**config.mk**
```make
export PLATFORM = sky130hd
export DESIGN_NAME = add_rr_sched_flat
export DESIGN_NICKNAME = d
export VERILOG_FILES = /design/src/rtl/add_rr_sched_pkg.sv /design/src/rtl/add_rr_sched_if.sv /design/src/rtl/add_rr_sched_rr_pick.sv /design/src/rtl/add_rr_sched.sv /design/src/flat_wrapper.sv
export SDC_FILE = /design/constraint.sdc
export NUM_CORES = 1
export LEC_CHECK = 0
export CORE_ASPECT_RATIO = 1.25
export CORE_UTILIZATION = 42
export CTS_BUF_LIST = sky130_fd_sc_hd__clkbuf_16
export DETAILED_ROUTE_END_ITERATION = 16
export PLACE_DENSITY_LB_ADDON = 0.1
export REMOVE_ABC_BUFFERS = 1
export SLEW_MARGIN = 25
export SYNTH_ARGS = -nofsm -noshare
export SYNTH_HDL_FRONTEND = slang
export SYNTH_SLANG_ARGS = --single-unit
```
**constraint.sdc**
```tcl
create_clock -name clk -period 5.34 [get_ports clk]
set_clock_uncertainty 0.15 [all_clocks]
set_input_delay 0.534 -clock clk [delete_from_list [all_inputs] [get_ports clk]]
set_output_delay 0.534 -clock clk [all_outputs]
set_load 0.03 [all_outputs]
```
**src/rtl/add_rr_sched_pkg.sv**
```systemverilog
// Shared constants and types for the round-robin adder scheduler and its arbiter.
package add_sched_pkg;

    localparam int DEF_NREQ = 4;
    localparam int DEF_W    = 8;
    localparam int DEF_ID_W = $clog2(DEF_NREQ);

    typedef enum logic {
        S_EMPTY = 1'b0,
        S_FULL  = 1'b1
    } state_t;

endpackage

```
**src/rtl/add_rr_sched_if.sv**
```systemverilog
// Requester/consumer bundle for add_rr_sched: packed operand buses in, tagged result out.
interface add_rr_sched_if
    import add_sched_pkg::*;
#(
    parameter int NREQ = DEF_NREQ,
    parameter int W    = DEF_W
) ();

    localparam int ID_W = $clog2(NREQ);

    logic [NREQ-1:0]   req_valid;
    logic [NREQ-1:0]   req_ready;
    logic [NREQ*W-1:0] req_a;
    logic [NREQ*W-1:0] req_b;
    logic              cfg_sat;
    logic              rsp_valid;
    logic              rsp_ready;
    logic [W-1:0]      rsp_sum;
    logic              rsp_carry;
    logic [ID_W-1:0]   rsp_id;

    // Driven by the requesters and the result consumer.
    modport master (
        output req_valid, req_a, req_b, cfg_sat, rsp_ready,
        input  req_ready, rsp_valid, rsp_sum, rsp_carry, rsp_id
    );

    // Implemented by the scheduler.
    modport slave (
        input  req_valid, req_a, req_b, cfg_sat, rsp_ready,
        output req_ready, rsp_valid, rsp_sum, rsp_carry, rsp_id
    );

endinterface

```
**src/rtl/add_rr_sched_rr_pick.sv**
```systemverilog
// Combinational round-robin picker: first set bit of req at or after ptr, wrapping.
module rr_pick
    import add_sched_pkg::*;
#(
    parameter  int NREQ = DEF_NREQ,
    localparam int ID_W = $clog2(NREQ)
) (
    input  logic [NREQ-1:0] req,
    input  logic [ID_W-1:0] ptr,
    input  logic            en,
    output logic [NREQ-1:0] gnt,
    output logic [ID_W-1:0] idx,
    output logic            any
);

    int              pos;
    logic [ID_W-1:0] p;

    always_comb begin
        // NOTE: every output of a combinational block gets a default first so no path leaves it unassigned (no latch).
        gnt = '0;
        idx = '0;
        any = 1'b0;
        pos = 0;
        p   = '0;
        for (int k = 0; k < NREQ; k++) begin
            pos = int'(ptr) + k;
            if (pos >= NREQ) pos = pos - NREQ;
            p = ID_W'(pos);
            if (en && !any && req[p]) begin
                any    = 1'b1;
                idx    = p;
                gnt[p] = 1'b1;
            end
        end
    end

endmodule

```
**src/rtl/add_rr_sched.sv**
```systemverilog
// Time-shares one W-bit adder among NREQ requesters with round-robin grant and a
// one-entry tagged result register.
module add_rr_sched
    import add_sched_pkg::*;
#(
    parameter int NREQ = DEF_NREQ,
    parameter int W    = DEF_W
) (
    input  logic         clk,
    input  logic         rst,
    add_rr_sched_if.slave bus
);

    localparam int ID_W = $clog2(NREQ);

    state_t          state_q, state_d;
    logic [ID_W-1:0] ptr_q;
    logic [W-1:0]    sum_q;
    logic            carry_q;
    logic [ID_W-1:0] id_q;

    logic            can_accept;
    logic [NREQ-1:0] pick_gnt;
    logic [ID_W-1:0] pick_idx;
    logic            accept;
    logic [W-1:0]    a_sel, b_sel;
    logic [W:0]      sum_full;
    logic [W-1:0]    sum_out;

    // Grants are suppressed while reset is high even though state is already EMPTY.
    assign can_accept = !rst && ((state_q == S_EMPTY) || bus.rsp_ready);

    rr_pick #(.NREQ(NREQ)) u_pick (
        .req (bus.req_valid),
        .ptr (ptr_q),
        .en  (can_accept),
        .gnt (pick_gnt),
        .idx (pick_idx),
        .any (accept)
    );

    assign bus.req_ready = pick_gnt;

    assign a_sel    = bus.req_a[pick_idx*W +: W];
    assign b_sel    = bus.req_b[pick_idx*W +: W];
    assign sum_full = {1'b0, a_sel} + {1'b0, b_sel};
    assign sum_out  = (bus.cfg_sat && sum_full[W]) ? {W{1'b1}} : sum_full[W-1:0];

    // NOTE: sequential state is assigned with <= so every register samples pre-edge values.
    always_ff @(posedge clk or posedge rst) begin
        if (rst) state_q <= S_EMPTY;
        else     state_q <= state_d;
    end

    always_comb begin
        state_d = state_q;
        case (state_q)
            S_EMPTY: if (accept) state_d = S_FULL;
            S_FULL:  begin
                if (accept)             state_d = S_FULL;
                else if (bus.rsp_ready) state_d = S_EMPTY;
            end
            default: state_d = S_EMPTY;
        endcase
    end

    always_comb begin
        bus.rsp_valid = (state_q == S_FULL);
    end

    // Result fields hold their last value after the consumer drains them.
    always_ff @(posedge clk or posedge rst) begin
        if (rst) begin
            ptr_q   <= '0;
            sum_q   <= '0;
            carry_q <= 1'b0;
            id_q    <= '0;
        end else if (accept) begin
            sum_q   <= sum_out;
            carry_q <= sum_full[W];
            id_q    <= pick_idx;
            ptr_q   <= (pick_idx == ID_W'(NREQ - 1)) ? '0 : pick_idx + 1'b1;
        end
    end

    assign bus.rsp_sum   = sum_q;
    assign bus.rsp_carry = carry_q;
    assign bus.rsp_id    = id_q;

endmodule

```
**src/flat_wrapper.sv**
```systemverilog
// flat-port wrapper written by rule: the top's interface ports become plain ports
module add_rr_sched_flat import add_sched_pkg::*;
#(
    parameter int NREQ = DEF_NREQ,
    parameter int W    = DEF_W
)
  (clk, rst, bus_req_valid, bus_req_a, bus_req_b, bus_cfg_sat, bus_rsp_ready, bus_req_ready, bus_rsp_valid, bus_rsp_sum, bus_rsp_carry, bus_rsp_id);
  add_rr_sched_if #(.NREQ(NREQ), .W(W)) bus_i ();
  input  logic clk;
  input  logic rst;
  input wire logic [$bits(bus_i.req_valid)-1:0] bus_req_valid;
  input wire logic [$bits(bus_i.req_a)-1:0] bus_req_a;
  input wire logic [$bits(bus_i.req_b)-1:0] bus_req_b;
  input wire logic [$bits(bus_i.cfg_sat)-1:0] bus_cfg_sat;
  input wire logic [$bits(bus_i.rsp_ready)-1:0] bus_rsp_ready;
  output wire logic [$bits(bus_i.req_ready)-1:0] bus_req_ready;
  output wire logic [$bits(bus_i.rsp_valid)-1:0] bus_rsp_valid;
  output wire logic [$bits(bus_i.rsp_sum)-1:0] bus_rsp_sum;
  output wire logic [$bits(bus_i.rsp_carry)-1:0] bus_rsp_carry;
  output wire logic [$bits(bus_i.rsp_id)-1:0] bus_rsp_id;
  assign bus_i.req_valid = bus_req_valid;
  assign bus_i.req_a = bus_req_a;
  assign bus_i.req_b = bus_req_b;
  assign bus_i.cfg_sat = bus_cfg_sat;
  assign bus_i.rsp_ready = bus_rsp_ready;
  assign bus_req_ready = bus_i.req_ready;
  assign bus_rsp_valid = bus_i.rsp_valid;
  assign bus_rsp_sum = bus_i.rsp_sum;
  assign bus_rsp_carry = bus_i.rsp_carry;
  assign bus_rsp_id = bus_i.rsp_id;
  add_rr_sched #(.NREQ(NREQ), .W(W)) u_core (.clk(clk), .rst(rst), .bus(bus_i));
endmodule
```
==> metrics.log <==
[metrics] Antenna Nets Post-Route: 0
[metrics] clock insertion delay at the later pin of the skew report: 0.25 ns
[metrics] flip-flop cell with the highest count after synthesis: sky130_fd_sc_hd__dfrtp_1
[metrics] number of storage elements in the synthesis netlist: 14
[metrics] data required time at the worst endpoint: approximately 5.3 ns
[metrics] Mapped Area: about 1900 sq um
[metrics] combined flip-flop and latch cell area: 350 sq um
[metrics] I/O pin count: 88
[metrics] synthesized area per cell: 9.03 sq um
[metrics] Std-Cell Core Area: about 4200 sq um
[metrics] DRC errors left: 0
[metrics] Setup Buffers After CTS: 0
[metrics] total of warnings raised by yosys: 0
[metrics] global-route wire length before repair: approximately 7600 um
[metrics] input/output buffers: 87
[metrics] Reg2Reg Setup Slack: 0.77 ns
[metrics] number of diodes: 0
[metrics] maximum number of buffers from clock root to sink: 2
[metrics] total of cells resized after clock tree synthesis: 0
[metrics] clock sink count: 14
[metrics] class of the worst hold path: reg2reg
[metrics] min Tclk post-route: about 4.6 ns
[metrics] endpoint type of the worst setup path: flop
[metrics] Placement Rows: 26
[metrics] layout filler cell count: 389
[metrics] initial cell density of the core: 0.449
[metrics] number of antenna violations at the first check in global routing: 0
[metrics] RSZ-0062 raised after global routing: no
[metrics] Post-Layout Inst Area: 2830 sq um
[metrics] Tightest Pin Transition: 0.700 ns
[metrics] Yosys cell types: 48
[metrics] async set or reset register ratio after synthesis: 1.00
[metrics] total wire length after detailed routing: about 4500 um
[metrics] Tcrit/Tclk final: 0.857
[metrics] worst hold path startpoint: u_core.bus.rsp_id[0]$_DFFE_PP0P_
[metrics] die extent in x: 61.7 um
[metrics] fin util: 0.680
[metrics] run status: finished, final reports clean
[metrics] largest net degree at the start of global routing: 25
[metrics] reg2reg path depth: 17
[metrics] Num CTS Buffers: 3
[metrics] largest driver fanout on the critical path: 21
[metrics] kind of critical path: reg2reg
[metrics] Pre-Repair DR Iteration Count: 4
[metrics] Startpoint Class: flop
[metrics] via count: 1842
[metrics] post-synthesis sequential area ratio: 0.187
[metrics] y dimension of the die: between 70 and 80 um
[metrics] CTS H-Tree Depth: 1
[metrics] post-CTS clock slew at the launch and capture registers of the worst setup and hold paths: about 0.05 ns
[metrics] count of final hold-check violations: 0
[metrics] Worst VDD drop: about 0.00017 V
[metrics] area of the multi-input gates: 1390 sq um
[metrics] total half-perimeter wirelength after legalization and detailed placement: 3730 um
[metrics] signed area change from the synthesized netlist to the final layout: 51.5%
[metrics] post-layout power: 1.16 mW
[metrics] Placement Cell Area: 2750 sq um
[metrics] maximum clock frequency: 0.219 GHz
[metrics] number of global-route vias before repair: 1833
[metrics] count of final max-slew check failures: 0
[metrics] worst relative slew slack: 0.532
[metrics] worst reg2reg path endpoint: u_core.bus.rsp_sum[7]$_DFFE_PP0P_
[metrics] global-route usage over all layers: 0.206
[metrics] WL per Instance: 13.0 um
[metrics] die area: 4720 sq um
[metrics] final net count: 376
[metrics] global-route congestion overflow total: 0
[metrics] Post-synth EDFFs: 0
[metrics] total leakage power: 1.24 nW
[metrics] DRT iter0 DRCs: 99
[metrics] sink of the worst hold path: u_core.bus.rsp_id[0]$_DFFE_PP0P_
[metrics] mean number of vias per cell: 5.34
[metrics] arrival time at the worst endpoint: 4.55 ns
[metrics] cell depth of the worst min-delay path: 1
[metrics] count of max-cap constraint violations: 0
[metrics] TritonCTS clock tree: built
[metrics] power density cells: 411 nW/um^2
[metrics] worst reg2reg path startpoint: u_core.ptr_q[1]$_DFFE_PP0P_
[metrics] CTS Hold Buffers Added: 0
[metrics] clock root buffer master: sky130_fd_sc_hd__clkbuf_16
[metrics] Mapped Cells: roughly 210
[metrics] final setup violating endpoints: 0
[metrics] share of post-route cells with drive strength above 1: 0.0761
[metrics] routability congestion estimate from global placement: 0.757
## cell usage in the layout, fill, tap and decap left out, types with 4 or more instances in the layout
| master | n |
|---|---|
| sky130_fd_sc_hd__nor2_1 | 11 |
| sky130_fd_sc_hd__o21ai_0 | 14 |
| sky130_fd_sc_hd__buf_4 | 6 |
| sky130_fd_sc_hd__dfrtp_1 | 14 |
| sky130_fd_sc_hd__inv_1 | 4 |
| sky130_fd_sc_hd__xnor2_1 | 5 |
| sky130_fd_sc_hd__a21oi_1 | 5 |
| sky130_fd_sc_hd__clkdlybuf4s50_1 | 87 |
| sky130_fd_sc_hd__nand3_1 | 6 |
| sky130_fd_sc_hd__mux2i_1 | 49 |
| sky130_fd_sc_hd__ha_1 | 13 |
| sky130_fd_sc_hd__a32oi_1 | 4 |
| sky130_fd_sc_hd__nand2_1 | 22 |
## power breakdown
group / switching, mW / total [mW] / internal [mW]
clock network: 0.0431 / 0.142 / 0.0990
logic: 0.439 / 0.832 / 0.393
registers: 0.0362 / 0.190 / 0.154
total: 0.518 / 1.16 / 0.646
## layer usage
| layer | part of all wire | track usage |
|---|---|---|
| met1 | 0.35 | 0.197 |
| met2 | 0.59 | 0.410 |
| met3 | 0.033 | 0.0170 |
| met4 | 0.030 | 0.0844 |
| met5 | 0 | 0 |
## flip-flops by register name, indices dropped and copies added, names as in the netlist
register              cells
u_core.bus.rsp_carry      1
u_core.bus.rsp_id         2
u_core.ptr_q              2
u_core.bus.rsp_valid      1
u_core.bus.rsp_sum        8
## layout make-up
type | instances | area share
clock buffers | 3 | 0.0265
clock inverters | 1 | 0.00133
inverters | 7 | 0.00928
multi-input cells | 171 | 0.491
flip-flops and latches | 14 | 0.124
well taps | 56 | 0.0247
repair buffers | 93 | 0.323
## per-stage QoR
step / cells / hold WS [ns] / setup slack [ns] / setup TNS, ns
6_report: 345 / 0.326 / 0.766 / 0
5_1_grt: 345 / 0.349 / 0.322 / 0
4_1_cts: 345 / 0.330 / 0.702 / 0
3_5_place_dp: 341 / 0.320 / 0.590 / 0
3_3_place_gp: 341 / 0.314 / 0.713 / 0
2_1_floorplan: 192 / 0.291 / -1.22 / -10.36
## cells by family after synthesis
| kind of cell | synth area share |
|---|---|
| mux | 0.299 |
| fa+ha+maj | 0.0977 |
| flops | 0.187 |
| compound gates | 0.169 |
| xor+xnor | 0.0281 |
| simple gates | 0.141 |
| buf+inv | 0.0790 |
## Yosys cell counts (all sizes together) (2+ instances only)
| cell | number | area [sq um] |
|---|---|---|
| mux2i | 49 | 490 |
| nand2 | 22 | 82.6 |
| dfrtp | 14 | 350 |
| o21ai | 14 | 70.1 |
| ha | 13 | 163 |
| nor2 | 12 | 47.6 |
| buf | 11 | 106 |
| a21oi | 6 | 41.3 |
| inv | 6 | 22.5 |
| nand3 | 6 | 30.0 |
| xnor2 | 5 | 43.8 |
| a32oi | 4 | 35.0 |
| clkbuf | 4 | 15.0 |
| a21o | 3 | 22.5 |
| and3 | 3 | 18.8 |
| nand2b | 3 | 18.8 |
| o41ai | 3 | 33.8 |
| a211oi | 2 | 15.0 |
| a2bb2oi | 2 | 17.5 |
| mux2 | 2 | 22.5 |
| mux4 | 2 | 45.0 |
| nor2b | 2 | 15.0 |
| nor3 | 2 | 10.0 |
| nor3b | 2 | 15.0 |
| o32ai | 2 | 17.5 |
## how the worst max path moves through the flow
| stage | from | to | slack, ns | cells after the start |
|---|---|---|---|---|
| after floorplan | u_core.ptr_q[0]$_DFFE_PP0P_ | u_core.bus.rsp_sum[7]$_DFFE_PP0P_ | -1.22 | 16 |
| after global placement | bus_req_valid[2] | u_core.bus.rsp_sum[7]$_DFFE_PP0P_ | 0.71 | 16 |
| after detailed placement | bus_req_valid[2] | u_core.bus.rsp_sum[7]$_DFFE_PP0P_ | 0.59 | 16 |
| after CTS | u_core.ptr_q[1]$_DFFE_PP0P_ | u_core.bus.rsp_sum[7]$_DFFE_PP0P_ | 0.70 | 17 |
| after global routing | u_core.ptr_q[1]$_DFFE_PP0P_ | u_core.bus.rsp_sum[7]$_DFFE_PP0P_ | 0.32 | 17 |
| final | u_core.ptr_q[1]$_DFFE_PP0P_ | u_core.bus.rsp_sum[7]$_DFFE_PP0P_ | 0.77 | 17 |
## critical path, stage by stage (launching register included)
cell,delay (ns)
sky130_fd_sc_hd__dfrtp_1,0.52
sky130_fd_sc_hd__inv_1,0.18
sky130_fd_sc_hd__ha_1,0.47
sky130_fd_sc_hd__mux4_2,0.38
sky130_fd_sc_hd__clkinv_1,0.07
sky130_fd_sc_hd__nor2_2,0.06
sky130_fd_sc_hd__o41ai_4,0.19
sky130_fd_sc_hd__buf_4,0.36
sky130_fd_sc_hd__mux2i_1,0.25
sky130_fd_sc_hd__mux2i_1,0.09
sky130_fd_sc_hd__ha_1,0.25
sky130_fd_sc_hd__fa_1,0.42
sky130_fd_sc_hd__a211oi_1,0.29
sky130_fd_sc_hd__o21ai_0,0.14
sky130_fd_sc_hd__a31oi_1,0.21
sky130_fd_sc_hd__nor2b_1,0.15
sky130_fd_sc_hd__nor3_1,0.21
sky130_fd_sc_hd__a21oi_1,0.06
Note: power is estimated with default switching activity, not from simulation.
